## src/rtl/cam_fb_sequencer.sv

```systemverilog
// Purpose : rotates camera frame capture over NUM_BUFS DDR frame buffers and hands the reader the newest complete frame.
// Latency : wr_base_addr/wr_enable and rd_base_addr/rd_valid update one cycle after the wr_frame_start / rd_frame_req pulse.
// Backpres: none; pulses are consumed in the cycle they arrive and the camera master drops pixels while wr_enable = 0.
//
// Ports
//   aclk, reset          clock, synchronous active-high reset
//   init_done            fb_start_address is programmed; leaves IDLE
//   fb_start_address     DDR base of buffer 0
//   one_shot_state       1 = one-shot/hold mode, 0 = continuous capture
//   one_shot_trigger     level request for one one-shot frame (edge detected here)
//   wr_frame_start/done  SOF and end-of-frame pulses from the camera write master
//   wr_base_addr/enable  buffer base and write permission for the current camera frame
//   rd_frame_req         reader frame-start pulse
//   rd_base_addr/valid   buffer handed to the reader and whether it holds a complete frame
//   one_shot_done        pulse when a one-shot frame completes
//   frame_count          completed frames (wrapping)
//   drop_count           aborted frames (wrapping)

module cam_fb_sequencer #(
    parameter int          NUM_BUFS    = 3,
    parameter logic [31:0] FRAME_BYTES = 32'h001D_4C00,
    parameter int          CNT_WIDTH   = 16
) (
    input  logic                 aclk,
    input  logic                 reset,
    input  logic                 init_done,
    input  logic [31:0]          fb_start_address,
    input  logic                 one_shot_state,
    input  logic                 one_shot_trigger,
    input  logic                 wr_frame_start,
    input  logic                 wr_frame_done,
    output logic [31:0]          wr_base_addr,
    output logic                 wr_enable,
    input  logic                 rd_frame_req,
    output logic [31:0]          rd_base_addr,
    output logic                 rd_valid,
    output logic                 one_shot_done,
    output logic [CNT_WIDTH-1:0] frame_count,
    output logic [CNT_WIDTH-1:0] drop_count
);

    // Two bits cover the legal 2..4 buffer range.
    localparam int IDX_W = 2;
    typedef logic [IDX_W-1:0] idx_t;

    typedef enum logic [1:0] {
        S_IDLE,
        S_WAIT_SOF,
        S_WRITING,
        S_HOLD
    } state_t;

    state_t                 state_q, state_d;
    idx_t                   wr_idx_q, wr_idx_d;
    idx_t                   rd_idx_q, rd_idx_d;
    idx_t                   latest_idx_q, latest_idx_d;
    logic                   latest_valid_q, latest_valid_d;
    logic                   rd_valid_q, rd_valid_d;
    logic [31:0]            wr_base_q, wr_base_d;
    logic [31:0]            rd_base_q, rd_base_d;
    logic                   trig_pending_q, trig_pending_d;
    logic                   trig_in_q;
    logic                   one_shot_done_q, one_shot_done_d;
    logic [CNT_WIDTH-1:0]   frame_cnt_q, frame_cnt_d;
    logic [CNT_WIDTH-1:0]   drop_cnt_q, drop_cnt_d;

    logic                   trig_edge;
    logic                   done_commit;
    logic                   rd_take;
    idx_t                   sel_idx;

    function automatic logic [31:0] buf_base(input logic [31:0] start, input idx_t idx);
        return start + (32'(idx) * FRAME_BYTES);
    endfunction

    // Lowest buffer that is neither held by the reader nor the newest
    // complete frame. Before the reader has taken a frame it holds no
    // buffer, so rd_idx only excludes once rd_valid is set. With two
    // buffers both may be excluded; then only the reader's buffer is
    // protected and the newest frame gets overwritten.
    function automatic idx_t select_buf(input idx_t rd_i, input logic rd_v,
                                        input idx_t lat_i, input logic lat_v);
        idx_t sel;
        logic found;
        sel   = '0;
        found = 1'b0;
        for (int i = NUM_BUFS - 1; i >= 0; i--) begin
            if ((!rd_v || idx_t'(i) != rd_i) && (!lat_v || idx_t'(i) != lat_i)) begin
                sel   = idx_t'(i);
                found = 1'b1;
            end
        end
        if (!found) begin
            for (int i = NUM_BUFS - 1; i >= 0; i--) begin
                if (idx_t'(i) != rd_i) begin
                    sel = idx_t'(i);
                end
            end
        end
        return sel;
    endfunction

    assign trig_edge   = one_shot_trigger & ~trig_in_q;
    assign done_commit = (state_q == S_WRITING) && wr_frame_done;

    // Completion and read hand-off are resolved before buffer selection so
    // a same-cycle done/req/SOF combination sees consistent ownership.
    always_comb begin
        latest_idx_d   = done_commit ? wr_idx_q : latest_idx_q;
        latest_valid_d = latest_valid_q | done_commit;
        rd_take        = rd_frame_req && latest_valid_d;
        rd_idx_d       = rd_take ? latest_idx_d : rd_idx_q;
        rd_valid_d     = rd_valid_q | rd_take;
        rd_base_d      = rd_take ? buf_base(fb_start_address, latest_idx_d) : rd_base_q;
        sel_idx        = select_buf(rd_idx_d, rd_valid_d, latest_idx_d, latest_valid_d);
    end

    always_comb begin
        state_d         = state_q;
        wr_idx_d        = wr_idx_q;
        wr_base_d       = wr_base_q;
        frame_cnt_d     = frame_cnt_q;
        drop_cnt_d      = drop_cnt_q;
        one_shot_done_d = 1'b0;
        trig_pending_d  = trig_pending_q;

        case (state_q)
            S_IDLE: begin
                if (init_done) begin
                    state_d = S_WAIT_SOF;
                end
            end
            S_WAIT_SOF: begin
                if (one_shot_state) begin
                    state_d = S_HOLD;
                end else if (wr_frame_start) begin
                    wr_idx_d  = sel_idx;
                    wr_base_d = buf_base(fb_start_address, sel_idx);
                    state_d   = S_WRITING;
                end
            end
            S_WRITING: begin
                if (wr_frame_done) begin
                    frame_cnt_d = frame_cnt_q + CNT_WIDTH'(1);
                    if (one_shot_state) begin
                        one_shot_done_d = 1'b1;
                        state_d         = S_HOLD;
                    end else if (wr_frame_start) begin
                        // back-to-back frame: new buffer, stay writing
                        wr_idx_d  = sel_idx;
                        wr_base_d = buf_base(fb_start_address, sel_idx);
                    end else begin
                        state_d = S_WAIT_SOF;
                    end
                end else if (wr_frame_start) begin
                    // SOF before done aborts the frame; rewrite the same buffer
                    drop_cnt_d = drop_cnt_q + CNT_WIDTH'(1);
                    wr_base_d  = buf_base(fb_start_address, wr_idx_q);
                end
            end
            S_HOLD: begin
                if (!one_shot_state) begin
                    trig_pending_d = 1'b0;
                    state_d        = S_WAIT_SOF;
                end else if (wr_frame_start && trig_pending_q) begin
                    trig_pending_d = 1'b0;
                    wr_idx_d       = sel_idx;
                    wr_base_d      = buf_base(fb_start_address, sel_idx);
                    state_d        = S_WRITING;
                end
            end
            default: begin
                state_d = S_IDLE;
            end
        endcase

        // A trigger edge arms the next capture regardless of current state.
        if (trig_edge && one_shot_state) begin
            trig_pending_d = 1'b1;
        end
    end

    always_ff @(posedge aclk) begin
        if (reset) begin
            state_q         <= S_IDLE;
            wr_idx_q        <= '0;
            rd_idx_q        <= '0;
            latest_idx_q    <= '0;
            latest_valid_q  <= 1'b0;
            rd_valid_q      <= 1'b0;
            wr_base_q       <= '0;
            rd_base_q       <= '0;
            trig_pending_q  <= 1'b0;
            trig_in_q       <= 1'b0;
            one_shot_done_q <= 1'b0;
            frame_cnt_q     <= '0;
            drop_cnt_q      <= '0;
        end else begin
            state_q         <= state_d;
            wr_idx_q        <= wr_idx_d;
            rd_idx_q        <= rd_idx_d;
            latest_idx_q    <= latest_idx_d;
            latest_valid_q  <= latest_valid_d;
            rd_valid_q      <= rd_valid_d;
            wr_base_q       <= wr_base_d;
            rd_base_q       <= rd_base_d;
            trig_pending_q  <= trig_pending_d;
            trig_in_q       <= one_shot_trigger;
            one_shot_done_q <= one_shot_done_d;
            frame_cnt_q     <= frame_cnt_d;
            drop_cnt_q      <= drop_cnt_d;
        end
    end

    assign wr_base_addr  = wr_base_q;
    assign wr_enable     = (state_q == S_WRITING);
    assign rd_base_addr  = rd_base_q;
    assign rd_valid      = rd_valid_q;
    assign one_shot_done = one_shot_done_q;
    assign frame_count   = frame_cnt_q;
    assign drop_count    = drop_cnt_q;

endmodule

```

## config.mk

```make
export PLATFORM = sky130hd
export DESIGN_NAME = cam_fb_sequencer
export DESIGN_NICKNAME = d
export VERILOG_FILES = /design/src/rtl/cam_fb_sequencer.sv
export SDC_FILE = /design/constraint.sdc
export NUM_CORES = 1
export LEC_CHECK = 0
export BUFFER_PORTS_ARGS = -buffer_cell sky130_fd_sc_hd__buf_2
export CORE_MARGIN = 2
export CORE_UTILIZATION = 56
export DETAILED_ROUTE_END_ITERATION = 10
export PLACE_DENSITY = 0.9
export SYNTH_ARGS = -nofsm -noshare
export SYNTH_HDL_FRONTEND = slang
export SYNTH_SLANG_ARGS = --single-unit
export TNS_END_PERCENT = 5
```

## constraint.sdc

```tcl
create_clock -name aclk -period 5.4 [get_ports aclk]
set_clock_uncertainty 0.15 [all_clocks]
set_input_delay 0.27 -clock aclk [delete_from_list [all_inputs] [get_ports aclk]]
set_output_delay 0.27 -clock aclk [all_outputs]
set_load 0.05 [all_outputs]
```

==> results.cfg <==
[outcome]
status = complete, no violations

[die]
coreArea_sq_um = 11900
rows = 40
die_w_microns = 114
start_util = 0.568
die_area_sq_um = 13000
io_pins = 139
die_h_microns = 114

[clocking]
cts_buffer_depth = 2
worstSkewPairLatency_ns = 0.36
root_buffer = clkbuf_16
cts_buffers = 9
cts_tree = done
htreeDepth = 3
clk_pin_slew_worst_paths_ns = 0.08
cts_sinks = 109

[worst_setup_path]
arrival_ns = 5.15
path_class = register to register
crit_fanout = 11
crit_path_start = state_q[1]$_SDFFE_PP0P_
r2r_cells = 19
cp-start-kind = register
endpoint_kind = register
reg2reg_slack_ns = 0.39
r2r_start = state_q[1]$_SDFFE_PP0P_
crit_end = wr_base_addr[23]$_SDFFE_PP0P_
r2r-end = wr_base_addr[23]$_SDFFE_PP0P_
required_ns = 5.54

[sta]
fmax_mhz = 200
setup-tns-final_ns = 0
period_needed_ns = 5.01
tightest_slew_ns = 0.867
slew_headroom = 0.420
hold_viol_final = 0
layout_setup_ws_ns = 0.390
rsz0062_at_grt = false
maxSlewViolCount = 0
setup_viol = 0
period_share = 0.928

[detailed_routing]
routed-via-count = 6627
wl_per_cell_microns = 16.1
initialDrtViolationCount = 682
ant_nets = 0
drt-total-wl_microns = 17900
first_pass_iters = 5
vias_per_cell = 5.98
route.detailed.drc = 0

[finish]
antenna_cells = 0
drive_gt1_frac = 0.188
fillers = 1035
final_nets = 1056
syn_to_final_growth_pct = 15.6
finalInstanceArea_sq_um = 7820

[place]
place_congestion = 0.945
dp_slack_ns = 0.430
hpwlAfterDp_microns = 13100
port-buffer-count = 138
place_area_sq_um = 7500

[job]
cap_viol_max_count = 0

[synth]
synth_top_cell_by_area = dfxtp_1
synth_cell_types = 77
ys_seq_area_frac = 0.323
yosys_warnings = 0
synth_edf_count = 0
synth_top_area_share = 0.323
ys_seq_elements = 109
netlist_instances = 835
syn-cell-area_sq_um = 6760
async_flop_share = 0
synth_area_per_cell_sq_um = 8.10
synth-main-ff-cell = dfxtp_1
synthTopCellsByArea = dfxtp_1 32%, ha_1 10%, nand2_1 6.9%, a21oi_1 5.8%, nor2_1 4.1%
syn_nets = 933

[global_routing]
antenna_found_initial = 0
grt_pass1_vias = 5729
grt-ovfl-total = 0
grt_max_degree = 56
grt_pass1_wl_microns = 28200
groute.usage.overall = 0.270

[pwr]
powerDensity_nw_per_um2 = 254
power_mw = 1.98
p_leak_nw = 3.50
peakVddDrop_uv = 121

[hold_path]
hold_class = input pin to register
-- routing by layer --
layer	vias to the layer above	wire length, microns	track usage
li1	3255	-	-
met1	3039	7950	0.378
met4	0	478	0.0992
met3	41	1480	0.0494
met2	292	7960	0.417
met5	-	0	0
-- Yosys cell counts (6+ instances only) --
| library cell | number |
|---|---|
| dfxtp_1 | 109 |
| a21o_1 | 9 |
| inv_1 | 27 |
| xor2_1 | 31 |
| o21a_1 | 10 |
| and3_1 | 13 |
| a21oi_1 | 79 |
| o211ai_1 | 7 |
| or3_1 | 13 |
| a22oi_1 | 8 |
| nand4_1 | 7 |
| xnor2_1 | 19 |
| nor2b_1 | 7 |
| nand3_1 | 17 |
| a31oi_1 | 10 |
| a221o_1 | 6 |
| nand2b_1 | 7 |
| o21ai_0 | 41 |
| nand2_1 | 125 |
| clkbuf_1 | 21 |
| nor3_1 | 15 |
| a211oi_1 | 21 |
| nor2_1 | 73 |
| o22ai_1 | 9 |
| ha_1 | 55 |
-- sequential cells by signal (all words and copies together), names as in the netlist --
signal / count
rd_base_addr: 32
wr_base_addr: 32
drop_count: 16
frame_count: 16
latest_idx_q: 2
rd_idx_q: 2
state_q: 2
wr_idx_q: 2
latest_valid_q: 1
one_shot_done: 1
rd_valid: 1
trig_in_q: 1
trig_pending_q: 1
-- cells in the final DEF, fill, tap and decap left out, drive strengths merged, types with 19 or more instances in the layout --
| master | synthesis | routed |
|---|---|---|
| a211oi | 23 | 23 |
| a21oi | 80 | 80 |
| buf | 11 | 142 |
| dfxtp | 109 | 109 |
| ha | 55 | 55 |
| inv | 28 | 30 |
| nand2 | 126 | 126 |
| nor2 | 73 | 73 |
| o21ai | 44 | 44 |
| xnor2 | 19 | 19 |
| xor2 | 31 | 31 |
-- repair_timing --
action / 4_1_cts / 5_1_grt
hold buffers: 3 / 0
setup endpoints to repair: 0 / 5
gates resized for setup: 0 / 2
buffers inserted: 0 / 0
endpoints found under the hold margin: 3 / 0
-- through the flow --
stage	instances	util	hold WS, ns
4_1_cts	1109	0.656	0.00102
3_3_place_gp	1091	0.630	0.285
6_report	1109	0.656	0.000890
5_1_grt	1109	0.656	0.0169
3_5_place_dp	1091	0.630	0.292
2_1_floorplan	835	-	0.242
-- worst min path at each step --
stage,from,endpoint,cells past startpoint
5_1_grt,fb_start_address[2],wr_base_addr[2]$_SDFFE_PP0P_,3
6_report,fb_start_address[6],wr_base_addr[6]$_SDFFE_PP0P_,3
2_1_floorplan,wr_frame_start,state_q[0]$_SDFFE_PP0P_,1
3_3_place_gp,rd_base_addr[22]$_SDFFE_PP0N_,rd_base_addr[22]$_SDFFE_PP0N_,2
3_5_place_dp,rd_base_addr[15]$_SDFFE_PP0N_,rd_base_addr[15]$_SDFFE_PP0N_,2
4_1_cts,fb_start_address[2],rd_base_addr[2]$_SDFFE_PP0N_,3
-- where the power goes --
| part | total, mW | internal (mW) | switching (mW) | leakage [nW] |
|---|---|---|---|---|
| clock network | 0.646 | 0.329 | 0.317 | 0.133 |
| logic | 0.483 | 0.156 | 0.327 | 2.49 |
| registers | 0.855 | 0.833 | 0.0216 | 0.883 |
| total | 1.98 | 1.32 | 0.666 | 3.50 |
-- cell families (layout without fill, tap and decap cells) --
family	count (synthesis)	in the layout	synth area share
fa+ha+maj	58	58	0.111
compound gates	246	246	0.238
xor+xnor	50	50	0.0648
simple gates	304	304	0.210
buf+inv	61	188	0.0405
mux	7	7	0.0139
flops	109	109	0.323
-- layout make-up --
class	count	area (sq um)	area share
multi-input cells	665	4310	0.552
clock inverters	5	43.8	0.00560
flip-flops and latches	109	2180	0.279
inverters	28	105	0.0134
repair buffers	145	751	0.0960
well taps	147	184	0.0235
clock buffers	10	239	0.0306
-- worst max-delay path, stage by stage (launching register included) --
cell and delay, ns:
dfxtp_1 0.56, nand3b_4 0.16, mux2_4 0.38, inv_1 0.15
ha_1 0.21, o21ai_0 0.12, a21oi_1 0.21, a21oi_1 0.09
a2bb2oi_1 0.15, o32a_2 0.38, inv_1 0.19, ha_1 0.31
ha_1 0.30, a211oi_1 0.35, o21ai_0 0.21, nand4_1 0.16
a21oi_1 0.10, o32ai_1 0.41, mux2i_1 0.16, o21ai_0 0.18
Power figures use the tool's default switching activity.
